### config.mk
export PLATFORM = sky130hd
export DESIGN_NAME = lc3b_fetch_stage
export DESIGN_NICKNAME = d
export VERILOG_FILES = /design/src/rtl/lc3b_fetch_stage_pkg.sv /design/src/rtl/lc3b_fetch_stage_if_id_reg.sv /design/src/rtl/lc3b_fetch_stage.sv
export SDC_FILE = /design/constraint.sdc
export NUM_CORES = 1
export LEC_CHECK = 0
export CORE_MARGIN = 2
export CORE_UTILIZATION = 57
export DETAILED_ROUTE_END_ITERATION = 10
export MAX_ROUTING_LAYER = met4
export PLACE_DENSITY = 0.86
export SYNTH_ARGS = -nofsm -noshare
export SYNTH_HDL_FRONTEND = slang
export SYNTH_SLANG_ARGS = --single-unit
### constraint.sdc
create_clock -name clk -period 6.3 [get_ports clk]
set_input_delay 1.26 -clock clk [delete_from_list [all_inputs] [get_ports clk]]
set_output_delay 1.26 -clock clk [all_outputs]
set_load 0.01 [all_outputs]
### src/rtl/lc3b_fetch_stage_pkg.sv
// Shared LC-3b types for the fetch stage: word/opcode types, fetch FSM states, PC step.
// Optional FETCH_PERF_CNT_EN (used in the top) adds fetch/flush performance counters.
package lc3b_types;

    typedef logic [15:0] lc3b_word;

    typedef enum logic [3:0] {
        op_br   = 4'b0000,
        op_add  = 4'b0001,
        op_ldb  = 4'b0010,
        op_stb  = 4'b0011,
        op_jsr  = 4'b0100,
        op_and  = 4'b0101,
        op_ldr  = 4'b0110,
        op_str  = 4'b0111,
        op_rti  = 4'b1000,
        op_not  = 4'b1001,
        op_ldi  = 4'b1010,
        op_sti  = 4'b1011,
        op_jmp  = 4'b1100,
        op_shf  = 4'b1101,
        op_lea  = 4'b1110,
        op_trap = 4'b1111
    } lc3b_opcode;

    typedef enum logic [1:0] {
        FETCH   = 2'd0,
        HOLD    = 2'd1,
        DISCARD = 2'd2
    } lc3b_fetch_state;

    localparam lc3b_word lc3b_pc_incr = 16'd2;

endpackage

### src/rtl/lc3b_fetch_stage_if_id_reg.sv
// IF/ID pipeline register: valid/pc/ir with load and flush (flush wins).
module lc3b_if_id_reg
    import lc3b_types::*;
(
    input  logic     clk,
    input  logic     rst,
    input  logic     load_i,
    input  logic     flush_i,
    input  lc3b_word pc_i,
    input  lc3b_word ir_i,
    output logic     valid_o,
    output lc3b_word pc_o,
    output lc3b_word ir_o
);

    logic     valid_q;
    lc3b_word pc_q;
    lc3b_word ir_q;

    always_ff @(posedge clk or posedge rst) begin
        if (rst) begin
            valid_q <= 1'b0;
            pc_q    <= '0;
            ir_q    <= '0;
        end else if (flush_i) begin
            valid_q <= 1'b0;
        end else if (load_i) begin
            valid_q <= 1'b1;
            pc_q    <= pc_i;
            ir_q    <= ir_i;
        end
    end

    assign valid_o = valid_q;
    assign pc_o    = pc_q;
    assign ir_o    = ir_q;

endmodule

### src/rtl/lc3b_fetch_stage.sv
// LC-3b instruction fetch: owns the PC, reads imem, fills IF/ID; honours stall and branch flush.
// Define FETCH_PERF_CNT_EN to add the perf_fetched/perf_flushed counter outputs.
//
// state   | meaning
// FETCH   | read outstanding at pc; response goes to IF/ID or to the skid buffer
// HOLD    | IF/ID stalled and full, one word parked in the buffer; no read
// DISCARD | branch hit mid-read; finish the old read, drop it, then jump
module lc3b_fetch_stage
    import lc3b_types::*;
#(
    parameter lc3b_word RESET_PC = 16'h0000
)
(
    input  logic        clk,
    input  logic        rst,
    input  logic        stall_in,
    input  logic        br_taken,
    input  lc3b_word    br_target,
    output logic        imem_read,
    output lc3b_word    imem_address,
    input  logic        imem_resp,
    input  lc3b_word    imem_rdata,
    output logic        if_valid,
    output lc3b_word    if_pc,
    output lc3b_word    if_ir,
    output logic [3:0]  if_opcode,
    output logic [2:0]  if_bits4_5_11
`ifdef FETCH_PERF_CNT_EN
    ,
    output logic [31:0] perf_fetched,
    output logic [31:0] perf_flushed
`endif
);

    lc3b_fetch_state state_q;
    lc3b_word        pc_q;
    lc3b_word        buf_ir_q;
    lc3b_word        buf_pc_q;
    lc3b_word        saved_target_q;

    lc3b_word pc_inc;
    logic     load_en;
    logic     have_new;
    lc3b_word new_pc;
    lc3b_word new_ir;
    logic     ifid_load;
    logic     ifid_flush;

    assign pc_inc  = pc_q + lc3b_pc_incr;
    assign load_en = !stall_in || !if_valid;

    always_comb begin
        have_new = 1'b0;
        new_pc   = pc_inc;
        new_ir   = imem_rdata;
        case (state_q)
            FETCH: have_new = imem_resp;
            HOLD: begin
                have_new = 1'b1;
                new_pc   = buf_pc_q;
                new_ir   = buf_ir_q;
            end
            default: have_new = 1'b0;
        endcase
    end

    // A consumed instruction with nothing behind it leaves a bubble.
    assign ifid_load  = load_en && have_new && !br_taken;
    assign ifid_flush = br_taken || (load_en && !have_new);

    assign imem_read    = !rst && (state_q != HOLD);
    assign imem_address = pc_q;

    always_ff @(posedge clk or posedge rst) begin
        if (rst) begin
            state_q        <= FETCH;
            pc_q           <= RESET_PC;
            buf_ir_q       <= '0;
            buf_pc_q       <= '0;
            saved_target_q <= '0;
        end else begin
            case (state_q)
                FETCH: begin
                    if (br_taken) begin
                        if (imem_resp) begin
                            pc_q <= br_target;
                        end else begin
                            saved_target_q <= br_target;
                            state_q        <= DISCARD;
                        end
                    end else if (imem_resp) begin
                        pc_q <= pc_inc;
                        if (!load_en) begin
                            buf_ir_q <= imem_rdata;
                            buf_pc_q <= pc_inc;
                            state_q  <= HOLD;
                        end
                    end
                end
                HOLD: begin
                    if (br_taken) begin
                        pc_q    <= br_target;
                        state_q <= FETCH;
                    end else if (!stall_in) begin
                        state_q <= FETCH;
                    end
                end
                DISCARD: begin
                    if (imem_resp) begin
                        pc_q    <= br_taken ? br_target : saved_target_q;
                        state_q <= FETCH;
                    end else if (br_taken) begin
                        saved_target_q <= br_target;
                    end
                end
                default: state_q <= FETCH;
            endcase
        end
    end

    lc3b_if_id_reg u_if_id (
        .clk     (clk),
        .rst     (rst),
        .load_i  (ifid_load),
        .flush_i (ifid_flush),
        .pc_i    (new_pc),
        .ir_i    (new_ir),
        .valid_o (if_valid),
        .pc_o    (if_pc),
        .ir_o    (if_ir)
    );

    assign if_opcode     = if_ir[15:12];
    assign if_bits4_5_11 = {if_ir[11], if_ir[5], if_ir[4]};

`ifdef FETCH_PERF_CNT_EN
    logic [31:0] perf_fetched_q;
    logic [31:0] perf_flushed_q;

    // Every state has something to throw away on a branch: a read, a buffer or IF/ID.
    always_ff @(posedge clk or posedge rst) begin
        if (rst) begin
            perf_fetched_q <= '0;
            perf_flushed_q <= '0;
        end else begin
            if (ifid_load)
                perf_fetched_q <= perf_fetched_q + 32'd1;
            if (br_taken && (if_valid || state_q == HOLD || imem_read))
                perf_flushed_q <= perf_flushed_q + 32'd1;
        end
    end

    assign perf_fetched = perf_fetched_q;
    assign perf_flushed = perf_flushed_q;
`endif

endmodule

**Word level (Yosys, flattened, before mapping)**

Cells that the tools add are included.

- Register bits: 99
- Input bits: 37
- Output and inout port bits: 57
- Word-level logic and storage cells: 69

- Add/sub/neg operators: 1
- Equal/unequal tests: 13
- Mux-type cells: 24
- Bitwise gates (word level): 3
- Reductions and logical operators: 20

Operators by type and width:

| kind | number |
|---|---|
| two-way mux 16 bit | 11 |
| case mux 16 bit (3 select lines) | 1 |
| case mux 16 bit (2 select lines) | 1 |
| adder 16 x 2 -> 16 bit (second input constant) | 1 |
| two-way mux 2 bit | 7 |
| != test 2 bit (second input constant) | 6 |
| != test 3 bit (second input constant) | 4 |
| AND reduction 4 bit | 3 |
| case mux 2 bit (3 select lines) | 1 |
| zero test 1 bit | 5 |
| AND reduction 5 bit | 1 |
| logical AND 1 bit | 4 |
| nonzero test 2 bit | 2 |
| inverter 1 bit | 3 |
| nonzero test 3 bit | 1 |
| == test 2 x 1 -> 1 bit (second input constant) | 1 |
| == test 2 bit (second input constant) | 1 |
| zero test 2 bit | 1 |
| logical OR 1 bit | 2 |
| two-way mux 1 bit | 2 |
| != test 2 x 1 -> 1 bit (second input constant) | 1 |
| case mux 1 bit (2 select lines) | 1 |
| AND reduction 2 bit | 1 |

**Longest topological paths before layout**

- Depth after elaboration: 7
- Gate-level depth with buffers: 8
- Gate-level depth less buffers: 6

**Cells and area by module**

A second synthesis with hierarchy kept.

- Cell total of the unflattened synthesis: 469
- Area, all modules: 5432.7 um^2

Modules (own cells, without submodules):

| module | times used | cells each | area each (um^2) | sequential area each (um^2) |
|---|---|---|---|---|
| lc3b_fetch_stage | 1 | 396 | 4037.6 | 1651.6 |
| lc3b_if_id_reg | 1 | 73 | 1395.1 | 825.8 |

**Worst setup path before layout**

Ideal clock, no wire load.

- Path kind: input-to-output
- From: input rst
- To: output imem_read
- Arrival: 1.417 ns
- Required time: 5.040 ns
- Setup slack: 3.623 ns
- Cell stages on the path: 1
- Path buffers: 0
- Cells stage by stage: nor2_1

- Word-level cells in the longest chain between the ends: 2

RTL lines:

| what | RTL line | RTL |
|---|---|---|
| start: declaration | lc3b_fetch_stage.sv:15 | `input logic rst,` |
| zero test 1 bit (no source line) | n/a |  |
| logical AND 1 bit | lc3b_fetch_stage.sv:71 | `assign imem_read = !rst && (state_q != HOLD);` |
| end: declaration | lc3b_fetch_stage.sv:19 | `output logic imem_read,` |

Every way passes these cells.

**Final worst setup path**

Same ends and word-level chain as after synthesis.

==> impl_metrics.env <==
export IMPL_status="complete, no violations"
export IMPL_vdd_drop_max_v=0.0002433
export IMPL_cp_slowest_stage_delay_ns=0.55
export IMPL_h_tree_depth=3
export IMPL_cp_required_ns=5.04
export IMPL_clkSinkCount=99
export IMPL_area_growth_synth_to_final_pct=20.54
export IMPL_fin_crit_ns=3.637
export IMPL_coreArea_um2=8721
export IMPL_synth_area_um2=5147
export IMPL_die_area_um2=9807
export IMPL_finalHoldViolCount=0
export IMPL_rr_worst_depth=7
export IMPL_cp_startpoint="rst"
export IMPL_cap_violations=0
export IMPL_antenna_cells=0
export IMPL_hold_path_class="flop to flop"
export IMPL_power_total_w=0.003146
export IMPL_routedWlPerCell_um=16.72
export IMPL_clk_latency_ns=0.36
export IMPL_drt_first_iter_violations=195
export IMPL_crit_cells=3
export IMPL_cts_resized=0
export IMPL_antenna_found_initial=0
export IMPL_crit_fanout=2
export IMPL_leakage_nw=2.556
export IMPL_finalSetupViolations=0
export IMPL_hold_buffers=0
export IMPL_maxSlewViolCount=0
export IMPL_dieWidth_um=99.03
export IMPL_path_clk_slew_ns=0.11
export IMPL_clock_power_share_pct=12.7
export IMPL_p_seq_share_pct=37.6
export IMPL_yosys_cell_types_count=53
export IMPL_placed_cell_area_um2=6016
export IMPL_synth_nets=535
export IMPL_slew_headroom_pct=31.37
export IMPL_ys_seq_area_share_pct=48.13
export IMPL_cp_data_arrival_time_ns=2.38
export IMPL_grt_pass1_vias=3899
export IMPL_mostFrequentLayoutCell="dfrtp_1"
export IMPL_rsz0062_at_grt="false"
export IMPL_topRoutingLayerUsed="met4"
export IMPL_grt_usage_pct=24.66
export IMPL_p_comb_share_pct=49.7
export IMPL_cts_made_buffers=9
export IMPL_finalSetupTns_ns=0
export IMPL_worstSetupPathType="primary input to output pin"
export IMPL_hpwl_um=7988
export IMPL_ys_ff_latch=99
export IMPL_grt_max_degree=76
export IMPL_cts_root_buffer="clkbuf_8"
export IMPL_crit_path_end_kind="output pin"
export IMPL_hold_depth=2
export IMPL_synth_warnings=0
export IMPL_startpoint_type="primary input"
export IMPL_postSynthAreaPerCell_um2=10.46
export IMPL_globalRouteOverflowTotal=0
export IMPL_via_per_inst=5.911
export IMPL_final_cell_mix="dfrtp_1 (99), clkdlybuf4s50_1 (93), nand2_1 (49), mux2_2 (43), nor2_1 (30)"
export IMPL_m1WireLength_um=5227
export IMPL_path_common_cell="clkdlybuf4s50_1"
export IMPL_start_util_pct=59.02
export IMPL_routed_wl_um=11300
export IMPL_netlist_instances=492
export IMPL_powerDensity_nw_per_um2=507.1
export IMPL_ant_nets=0
export IMPL_tightest_slew_ns=1.030
export IMPL_cp_buffers_inverters=2
export IMPL_p_int_w=0.001881
export IMPL_worstHoldStart="u_if_id.pc_o[3]"
export IMPL_nets=606
export IMPL_path_cells="clkdlybuf4s50_1 > nor2_1 > clkdlybuf4s50_1"
export IMPL_skew_ns=0.01464
export IMPL_critical_path_top_delay_family="buffers and inverters"
export IMPL_postLayoutCellArea_um2=6205
export IMPL_p_switching_w=0.001265
export IMPL_gp_congestion=0.8654
export IMPL_grt_pass1_wl_um=19130
export IMPL_num_io_pins=94
export IMPL_wl_met2_um=5408
export IMPL_reg2reg_from="state_q[1]"
export IMPL_cpMaxStageDelayCell="clkdlybuf4s50_1"
export IMPL_swShare_pct=40.21
export IMPL_cts_tree="yes"
export IMPL_finalCritPeriodShare_pct=57.73
export IMPL_drive_gt1_share_pct=14.44
export IMPL_cts_path_max_buffers=2
export IMPL_fmax_mhz=275.0
export IMPL_route_vias_total=3996
export IMPL_route_detailed_drc=0
export IMPL_row_count=34
export IMPL_die_h_um=99.03
export IMPL_post_cts_buffers=0
export IMPL_firstDrtPassIters=6
export IMPL_fillers=626
export IMPL_io_buffer_count=93
export IMPL_wl_met3_um=552
==> layout make-up <==
class	instances	area, µm²	area share [%]
inverters	11	43.79	0.7058
flip-flops and latches	99	2477	39.93
clock buffers	9	123.9	1.996
well taps	108	135.1	2.178
clock inverters	7	65.06	1.049
repair buffers	98	968.4	15.61
multi-input cells	344	2391	38.54
==> flip-flops by register name, summed over array words and instances (netlist names) <==
register and flops:
state_q 2, buf_pc_q 16, u_if_id.ir_o 16, u_if_id.pc_o 16, u_if_id.valid_o 1, saved_target_q 16
buf_ir_q 16, imem_address 16
==> cell usage after synthesis (all sizes together) <==
library cell	instances	area, µm²
a21oi	28	140.1
a21boi	3	22.52
nor3	13	75.07
nor3b	1	7.510
o21ba	1	16.27
a31oi	3	18.77
a22o	8	70.07
and2	4	25.02
o2bb2ai	2	17.52
nor2	31	116.4
mux2i	25	250.2
a22oi	7	52.55
nor4	5	31.28
a211oi	8	60.06
o31a	2	17.52
o21a	2	15.01
nand4	2	18.77
nand3b	1	7.510
clkbuf	9	35.03
nor2b	4	25.02
nand3	8	40.04
a21o	1	7.510
xnor2	8	70.07
a2bb2oi	4	35.03
or3	5	36.28
a32o	1	10.01
o31ai	6	45.04
o21ai	46	249.0
o22ai	3	18.77
o41ai	4	50.05
buf	29	216.5
xor2	2	17.52
ha	6	75.07
nor4b	1	8.760
mux2	43	484.2
nand2	50	190.2
a221oi	4	35.03
o211ai	1	7.510
inv	11	41.29
or4b	1	10.01
dfrtp	99	2477
==> worst reg2reg max path: stages (launching register included) <==
cell and delay, ns:
dfrtp_1 0.43, inv_1 0.15, ha_1 0.17, buf_4 0.40
a21oi_1 0.17, or4b_2 1.13, nand2_1 0.26, o21ai_2 0.07
==> final timing paths <==
check,endpoint,slack (ns)
hold / removal,u_if_id.pc_o[3],0.49
max in group asynchronous,u_if_id.pc_o[6],3.83
min in group asynchronous,u_if_id.pc_o[0],1.23
setup reg to reg,u_if_id.ir_o[0],3.39
hold reg to reg,u_if_id.pc_o[3],0.49
setup / recovery,imem_read,2.66
==> metrics by stage <==
| stage | util [%] | instances | hold WS [ns] | worst slack (ns) |
|---|---|---|---|---|
| 2_1_floorplan | - | 492 | 0.4708 | 2.450 |
| 3_3_place_gp | 68.98 | 660 | 0.4634 | 2.459 |
| 3_5_place_dp | 68.98 | 660 | 0.4744 | 2.359 |
| 4_1_cts | 71.15 | 676 | 0.4984 | 2.655 |
| 5_1_grt | 71.15 | 676 | 0.5256 | 2.589 |
| 6_report | 71.15 | 676 | 0.4922 | 2.663 |
==> kinds of logic (layout without fill, tap and decap cells) <==
group           Yosys count  after routing  synth area share [%]
buf+inv                  49            125                 5.688
xor+xnor                 10             10                 1.702
simple gates            126            126                 11.50
flops                    99             99                 48.13
mux                      68             68                 14.27
compound gates          134            134                 17.26
fa+ha+maj                 6              6                 1.458
==> power groups by stage <==
stage	clock network (W)	logic, W	registers (W)
CTS	0.000403	0.00157	0.00118
global route	0.000432	0.00171	0.00122
global placement	0	0.00150	0.00117
finish	0.000399	0.00156	0.00118
floorplan	0	0.00104	0.00119
detailed placement	0	0.00156	0.00119
==> metal layers <==
metal | vias up | GRT usage, %
met5 | - | -
met4 | 0 | 5.901
met3 | 13 | 3.050
met2 | 133 | 38.51
met1 | 1926 | 34.86
li1 | 1924 | -
Power figures use the tool's default switching activity.
